[config.mk]
export PLATFORM = sky130hd
export DESIGN_NAME = secuenciador_isa
export DESIGN_NICKNAME = d
export VERILOG_FILES = /design/src/rtl/secuenciador_isa.sv
export SDC_FILE = /design/constraint.sdc
export NUM_CORES = 1
export LEC_CHECK = 0
export BUFFER_PORTS_ARGS = -buffer_cell sky130_fd_sc_hd__buf_2
export CORE_MARGIN = 2
export CORE_UTILIZATION = 40
export CTS_BUF_LIST = sky130_fd_sc_hd__clkbuf_16
export CTS_CLUSTER_DIAMETER = 60
export DETAILED_ROUTE_END_ITERATION = 7
export HOLD_SLACK_MARGIN = 0.1
export PLACE_DENSITY = 0.75
export SETUP_SLACK_MARGIN = 0.02
export SLEW_MARGIN = 20
export SYNTH_ARGS = -nofsm -noshare
export SYNTH_HDL_FRONTEND = slang
export SYNTH_SLANG_ARGS = --single-unit
[constraint.sdc]
create_clock -name clk -period 2.3 [get_ports clk]
set_clock_uncertainty 0.15 [all_clocks]
set_input_delay 0.345 -clock clk [delete_from_list [all_inputs] [get_ports clk]]
set_output_delay 0.345 -clock clk [all_outputs]
set_load 0.005 [all_outputs]
[src/rtl/secuenciador_isa.sv]
// rtl/secuenciador_isa.sv - multi-cycle fetch/decode/execute sequencer for the 20-bit datapath
// Optional single-step gating with `define SECUENCIADOR_PASO_EN (adds input paso).
module secuenciador_isa #(
  parameter int          PC_W      = 5,
  parameter logic [19:0] HALT_WORD = 20'hFFFFF
) (
  input  logic            clk,
  input  logic            rst_n,
  input  logic            start,
  input  logic            abort,
`ifdef SECUENCIADOR_PASO_EN
  input  logic            paso,
`endif
  input  logic [PC_W:0]   num_instr,
  output logic [PC_W-1:0] imem_addr,
  input  logic [19:0]     imem_data,
  output logic [19:0]     instruccion,
  output logic            busy,
  output logic            done,
  output logic            halted,
  output logic [PC_W-1:0] pc,
  output logic [PC_W:0]   ejecutadas
);

  typedef enum logic [2:0] {
    S_IDLE,
    S_FETCH,
    S_DECODE,
    S_EXEC,
    S_DONE
  } state_t;

  state_t        state_q, state_d;
  logic [19:0]   instr_q;
  logic [PC_W:0] num_q;
  logic [PC_W:0] pc_inc;
  logic          advance;
  logic          wr_en;
  logic          is_halt;

`ifdef SECUENCIADOR_PASO_EN
  assign advance = paso;
`else
  assign advance = 1'b1;
`endif

  assign pc_inc  = {1'b0, pc} + {{PC_W{1'b0}}, 1'b1};
  assign is_halt = (imem_data == HALT_WORD);

  always_ff @(posedge clk) begin
    if (!rst_n) state_q <= S_IDLE;
    else        state_q <= state_d;
  end

  always_comb begin
    state_d = state_q;
    case (state_q)
      S_IDLE:   if (start) state_d = (num_instr == '0) ? S_DONE : S_FETCH;
      S_FETCH:  state_d = abort ? S_DONE : S_DECODE;
      S_DECODE: begin
        if (abort || is_halt) state_d = S_DONE;
        else if (advance)     state_d = S_EXEC;
      end
      S_EXEC:   state_d = (abort || pc_inc == num_q) ? S_DONE : S_FETCH;
      S_DONE:   state_d = S_IDLE;
      default:  state_d = S_IDLE;
    endcase
  end

  // Write strobes exist only in a non-aborted EXEC cycle; read fields always come from instr_q.
  always_comb begin
    wr_en       = (state_q == S_EXEC) && !abort;
    busy        = (state_q != S_IDLE);
    imem_addr   = pc;
    instruccion = {instr_q[19:10], instr_q[9] & wr_en, instr_q[8:1], instr_q[0] & wr_en};
  end

  always_ff @(posedge clk) begin
    if (!rst_n) begin
      pc         <= '0;
      ejecutadas <= '0;
      halted     <= 1'b0;
      done       <= 1'b0;
      instr_q    <= '0;
      num_q      <= '0;
    end else begin
      done <= (state_q == S_DONE);
      case (state_q)
        S_IDLE: begin
          if (start) begin
            num_q      <= num_instr;
            pc         <= '0;
            ejecutadas <= '0;
            halted     <= 1'b0;
          end
        end
        S_DECODE: begin
          if (!abort) begin
            if (is_halt) halted  <= 1'b1;
            else         instr_q <= imem_data;
          end
        end
        S_EXEC: begin
          // pc parks on the last address instead of wrapping when the run completes
          if (!abort) begin
            ejecutadas <= ejecutadas + {{PC_W{1'b0}}, 1'b1};
            if (pc_inc != num_q) pc <= pc_inc[PC_W-1:0];
          end
        end
        default: ;
      endcase
    end
  end

endmodule

==> metrics, run 1 <==
highest clock rate=464 MHz; Max-cap violations=0; CTS Buffer Depth=2; Synth Area per Inst=8.88 sq um; WL per Instance=between 10 and 15 microns; top-count cell post-synth=dfxtp_1; row cnt=26; final hold vios=0; power share of the combinational group=0.107; critical path arrival=~2200 ps; RD Place Congestion=just over 0.8; Initial Util=0.415; Sum Neg Setup Slack=0 ps; ranking of synthesized cells by area=dfxtp_1 (39%), mux2i_1 (12%), buf_4 (8.5%); WP data required=between 2000 and 2500 ps; Setup CP Type=reg2reg; gr ovfl total=0; maximum vdd ir drop=approximately 0.00030 V; met3 GRT Util=0.0506; Post-synth EDFFs=0; Yosys reg bits=between 40 and 50; Internal=~1200 uW; final worst slack=145 ps; met1 global-route usage=0.193; fin cells=about 360; path depth of the worst reg2reg path=7; initial antenna violation count=0; count of different cell masters after synthesis=33; fin crit period=between 2000 and 2500 ps; area fraction of the dominant cell type after synthesis=0.394; pre-CTS setup slack=181 ps; post-cts gate resize count=0; hold path cells=2; Synth Warn #=0; Post-Syn Area=roughly 2100 sq um; vias in the first global route=approximately 1.6k; Vias/cell=just over 5; leakage=0.00106 uW; post-synth net total=272; final layout net count=between 300 and 400; clock power share=0.413; period utilization=0.937; latest clock arrival within the worst-skew pair=~280 ps; # hold bufs at CTS=0; status=completed; DRT Wirelength=roughly 4500 microns; Sequential Power Share=0.480; ys async rst share=0; die height=between 70 and 80 microns; Die Area=a little under 6000 sq um; post-synthesis sequential area ratio=0.394; pin count of the biggest net entering global routing=47; placed cells=~350; RSZ-0062 raised after global routing=no; M2 GR Usage=0.252; IO Count=about 70; antenna diode count=0; CORE AREA=5140 sq um; Routed Antenna Nets=0; clk slew on worst S/H paths=~60 ps; Post-CTS Setup Bufs=0; Worst slew margin=0.541; Area Growth Syn to Fin=18.5%; Synth top cells by count=dfxtp_1 (42), mux2i_1 (25), buf_4 (24), nor2b_1 (24), nand2_1 (23); fraction of layout cells with a size suffix above 1=0.288; Sw Ratio=0.239; crit path max fanout=7; clock buffer count from CTS=5; CP Capture Type=flip-flop; net switching power=381 uW; Slew @ Worst Pin=688 ps; max-slew violations=0; Top Usage Layer GRT=met2; DRC=0; drt pass-1 iters=4; port buffer count=68; type of origin of the critical path=flip-flop; post-synth top area cell=dfxtp_1; hold crit path type=in2reg; gr usage total=0.155; Vias=1788; final setup fails=0; root buffer cell=clkbuf_16; Die Span X=about 77 microns; total power=roughly 1600 uW; DR iter-0 viols=approximately 120; Detail Placement HPWL=around 3300 microns; Clock Sink Count=between 40 and 50; ys flop type=dfxtp_1; CTS tree=yes; DP Area=2390 sq um; Syn Inst Count=240; global-route wire length before repair=7450 microns; H-Tree Level Count=2; Power per Cell Area=approximately 630 nW/um^2; post-route cell area=roughly 2500 sq um
==> power groups by stage <==
stage | Sequential [uW] | Combinational, uW | Clock (uW)
global route | 768 | 191 | 716
CTS | 765 | 171 | 673
finish | 765 | 170 | 659
floorplan | 771 | 117 | 0
detailed placement | 781 | 169 | 0
global placement | 781 | 166 | 0
==> final timing paths <==
path	from	to	slack, ps
worst max-delay path	imem_addr[1]	imem_addr[3]	140
worst min-delay path	abort	state_q[1]	110
worst max register to register	imem_addr[1]	imem_addr[3]	140
worst min register to register	num_q[0]	num_q[0]	320
==> kinds of logic (layout without fill, tap and decap cells) <==
group           count (synthesis)  in the layout  synth area share
buf+inv                        37             82             0.109
mux                            26             26             0.123
xor+xnor                        9              9            0.0370
flops                          42             42             0.394
compound gates                 23             23            0.0728
fa+ha+maj                       2              2            0.0117
simple gates                  101            101             0.252
==> layout make-up <==
cell class	count	area, sq um
fill	516	2610
multi-input combinational	161	1070
sequential	42	841
timing repair buffer	72	383
clock buffer	5	125
tap	70	87.6
clock inverter	3	12.5
inverter	2	7.51
==> sequential cells by signal, indices dropped and copies added, names as in the netlist <==
signal / flops
state_q: 3
num_q: 6
done: 1
instr_q: 20
imem_addr: 5
ejecutadas: 6
halted: 1
==> stage by stage <==
stage	util	hold WS, ps
final	0.492	112
after CTS	0.492	105
after floorplan	-	271
after detailed placement	0.465	314
after global placement	0.465	307
after global routing	0.492	107
==> critical path: stages (launching register included) <==
cell and delay (ps):
dfxtp_1 360, ha_1 240, and2_1 180, a211o_1 280
a31oi_1 260, nor3_4 110, mux2i_1 140, a311o_1 320
==> layout by cell type, fill, tap and decap left out, types with 3 or more instances in the layout <==
master,instances
a21boi_1,6
a21oi_1,6
and2_1,4
buf_2,68
buf_4,3
clkbuf_16,5
dfxtp_1,42
inv_1,3
mux2i_1,25
nand2_1,23
nand2b_1,4
nand3_1,9
nand4_1,9
nor2_1,14
nor2b_1,24
nor3_1,4
nor4_1,4
xnor2_1,4
xor2_1,5
==> metal layers <==
metal | up-vias | part of all wire
li1 | 889 | -
met1 | 836 | 0.44
met2 | 57 | 0.48
met3 | 6 | 0.073
met4 | 0 | 0.015
met5 | - | 0
Note: power is estimated with default switching activity, not from simulation.
==> inputs of run 2 (changes only) <==
--- a/config.mk
+++ b/config.mk
@@ -5,6 +5,7 @@
 export SDC_FILE = /design/constraint.sdc
 export NUM_CORES = 1
 export LEC_CHECK = 0
+export ABC_AREA = 1
 export BUFFER_PORTS_ARGS = -buffer_cell sky130_fd_sc_hd__buf_2
 export CORE_MARGIN = 2
 export CORE_UTILIZATION = 40
==> constraint.sdc (replaced) <==
create_clock -name clk -period 2.3 [get_ports clk]
set_clock_uncertainty 0.15 [all_clocks]
set_input_delay 0.345 -clock clk [delete_from_list [all_inputs] [get_ports clk]]
set_output_delay 0.345 -clock clk [all_outputs]
set_load 0.05 [all_outputs]
==> metrics, run 2 <==
largest family of logic cells by synthesized area=simple AND/OR/NAND/NOR gates; Worst slew margin=0.747 (+0.206); H-Tree Level Count=2 (unchanged); hold slack=202 ps (+90.1 ps); gr usage total=0.147 (-0.00833); clock buffer count from CTS=5 (unchanged); hold crit path type=in2reg; Synth Area per Inst=7.21 sq um (-19%); registers with the most flip-flops=instr_q x20, ejecutadas x6, num_q x6; fraction of layout cells with a size suffix above 1=0.267 (-0.0203); vias in the first global route=1683 (+4.2%); Synth top cells by count=inv_1 (44), dfxtp_1 (42), nand2_1 (36); Syn Inst Count=298 (+24%); IO Count=69 (unchanged); Sum Neg Setup Slack=0 ps (unchanged); DRT Wirelength=4360 microns (-2.5%); DR iter-0 viols=71 (-39%); CP Capture Type=output port; hold path cells=3 (+1); post-route cell area=2520 sq um (about the same); critical path arrival=1590 ps (-580 ps); global-route wire length before repair=7260 microns (-2.6%); DRC=0 (unchanged); pin count of the biggest net entering global routing=43 (-8.5%); post-cts gate resize count=0 (unchanged); Yosys reg bits=42 (unchanged); most frequent cells in the layout=buf_2 (68), inv_1 (45), dfxtp_1 (42); WP data required=1800 ps (-520 ps); post-synthesis xor/xnor area fraction=0 (-0.0370); WL per Instance=10.5 microns (-16%); count of different cell masters after synthesis=31 (-6.1%); Filler cells=540 (+4.7%); Seq. cell area=841 sq um (unchanged); multi-input logic area=915 sq um (-15%); Post-Syn Area=2150 sq um (+0.76%); area fraction of the dominant cell type after synthesis=0.391 (-0.00299); final hold vios=0 (unchanged); initial antenna violation count=0 (unchanged); status=completed; Detail Placement HPWL=3310 microns (-0.35%); Finished Core Util=0.491 (about the same); Max-cap violations=0 (unchanged); Adder-Cell Fraction of Synth Area=0.0116 (-0.0000889); final setup fails=0 (unchanged); final layout net count=375 (+19%); ys async rst share=0 (unchanged); top-count cell post-synth=inv_1; hold_sp=imem_data[5]; post-synthesis sequential area ratio=0.391 (-0.00299); max-slew violations=0 (unchanged); port buffer count=68 (unchanged); post-synth net total=330 (+21%); Vias=1911 (+6.9%); R2R Path End=imem_addr[2]; Setup CP Type=reg2out; leakage=0.00115 uW (+8.5%); crit path max fanout=5 (-2); reg2reg setup slack=360 ps (+220 ps); maximum vdd ir drop=0.000417 V (+37%); compound-cell area share of the yosys netlist=0.160 (+0.0874); latest clock arrival within the worst-skew pair=270 ps (about the same); r2r startpoint=imem_addr[0]; Most flops, register=instr_q; Post-synth EDFFs=0 (unchanged); CTS Buffer Depth=2 (unchanged); Initial Util=0.418 (+0.00316); path depth of the worst reg2reg path=11 (+4); Synth Warn #=0 (unchanged); Clock Sink Count=42 (unchanged); drt pass-1 iters=4 (unchanged); ys flop type=dfxtp_1; Vias/cell=4.62 (-8.4%); Die Span X=77.3 microns (+0.36%); row cnt=26 (unchanged); die height=77.3 microns (+0.36%); Die Area=5970 sq um (+0.73%); Slew @ Worst Pin=379 ps (-309 ps); post-synthesis mux area share=0 (-0.123); Power per Cell Area=728 nW/um^2 (+15%); root buffer cell=clkbuf_16; ranking of synthesized cells by area=dfxtp_1 (39%), buf_4 (8.4%), a21oi_1 (8.2%); RD Place Congestion=0.817 (-1.6%); Post-CTS Setup Bufs=0 (unchanged); # hold bufs at CTS=0 (unchanged); total power=1840 uW (+15%); CTS tree=yes; Area Growth Syn to Fin=17.5%; Routed Antenna Nets=0 (unchanged); post-synth top area cell=dfxtp_1; DP Area=2390 sq um (-0.10%); Hold Path Sink=instr_q[5]; period utilization=0.904 (-0.0327); gr ovfl total=0 (unchanged); fin crit period=2080 ps (-75.1 ps); highest clock rate=481 MHz (+3.6%); antenna diode count=0 (unchanged); type of origin of the critical path=flip-flop; Post-Synth Simple-Gate Area=0.254 (+0.00158); RSZ-0062 raised after global routing=no; most common cell after layout, fill and taps aside=buf_2; clk slew on worst S/H paths=60 ps (about the same); CORE AREA=5140 sq um (unchanged); Largest register FFs=20 (unchanged)
## run 2: worst max path at each step
stage                       from        endpoint  slack [ps]  cells past startpoint
floorplan           imem_addr[0]    imem_addr[3]         200                     10
global placement    imem_addr[0]    imem_addr[4]         460                     11
detailed placement  imem_addr[0]    imem_addr[2]         370                     13
CTS                   state_q[0]  instruccion[0]         200                      5
global route        imem_addr[0]    imem_addr[3]          50                     13
finish                state_q[0]  instruccion[0]         220                      5
## run 2: power breakdown
part	switching [uW]	internal (uW)
logic	272	111
registers	36.7	767
clock network	259	392
## run 2: metal layers
layer | vias to the layer above | part of all wire | global-route usage
met5 | - | 0 | 0
met4 | 0 | 0.017 | 0.0571
met3 | 7 | 0.049 | 0.0329
met2 | 41 | 0.46 | 0.242
met1 | 835 | 0.48 | 0.186
li1 | 1028 | - | -
## run 2: stage by stage
step / setup WS, ps / std cells
finish: 220 / 414
global route: 48.0 / 414
CTS: 202 / 414
detailed placement: 369 / 406
global placement: 458 / 406
floorplan: 203 / 298
## run 2: worst max-delay path, stage by stage (launching register included)
cell and delay [ps]:
dfxtp_1 390, inv_2 80, nor3_4 280, nand2_2 180, nor2_1 110, buf_2 270
## run 2: logic make-up after synthesis
group | count (synthesis)
compound gates | 68
fa+ha+maj | 2
buf+inv | 79
flops | 42
simple gates | 107
## run 2: area by class of cell
type	instances	area share
well taps	70	0.0347
flip-flops and latches	42	0.333
multi-input cells	177	0.362
inverters	47	0.0699
repair buffers	70	0.146
clock buffers	5	0.0496
clock inverters	3	0.00496
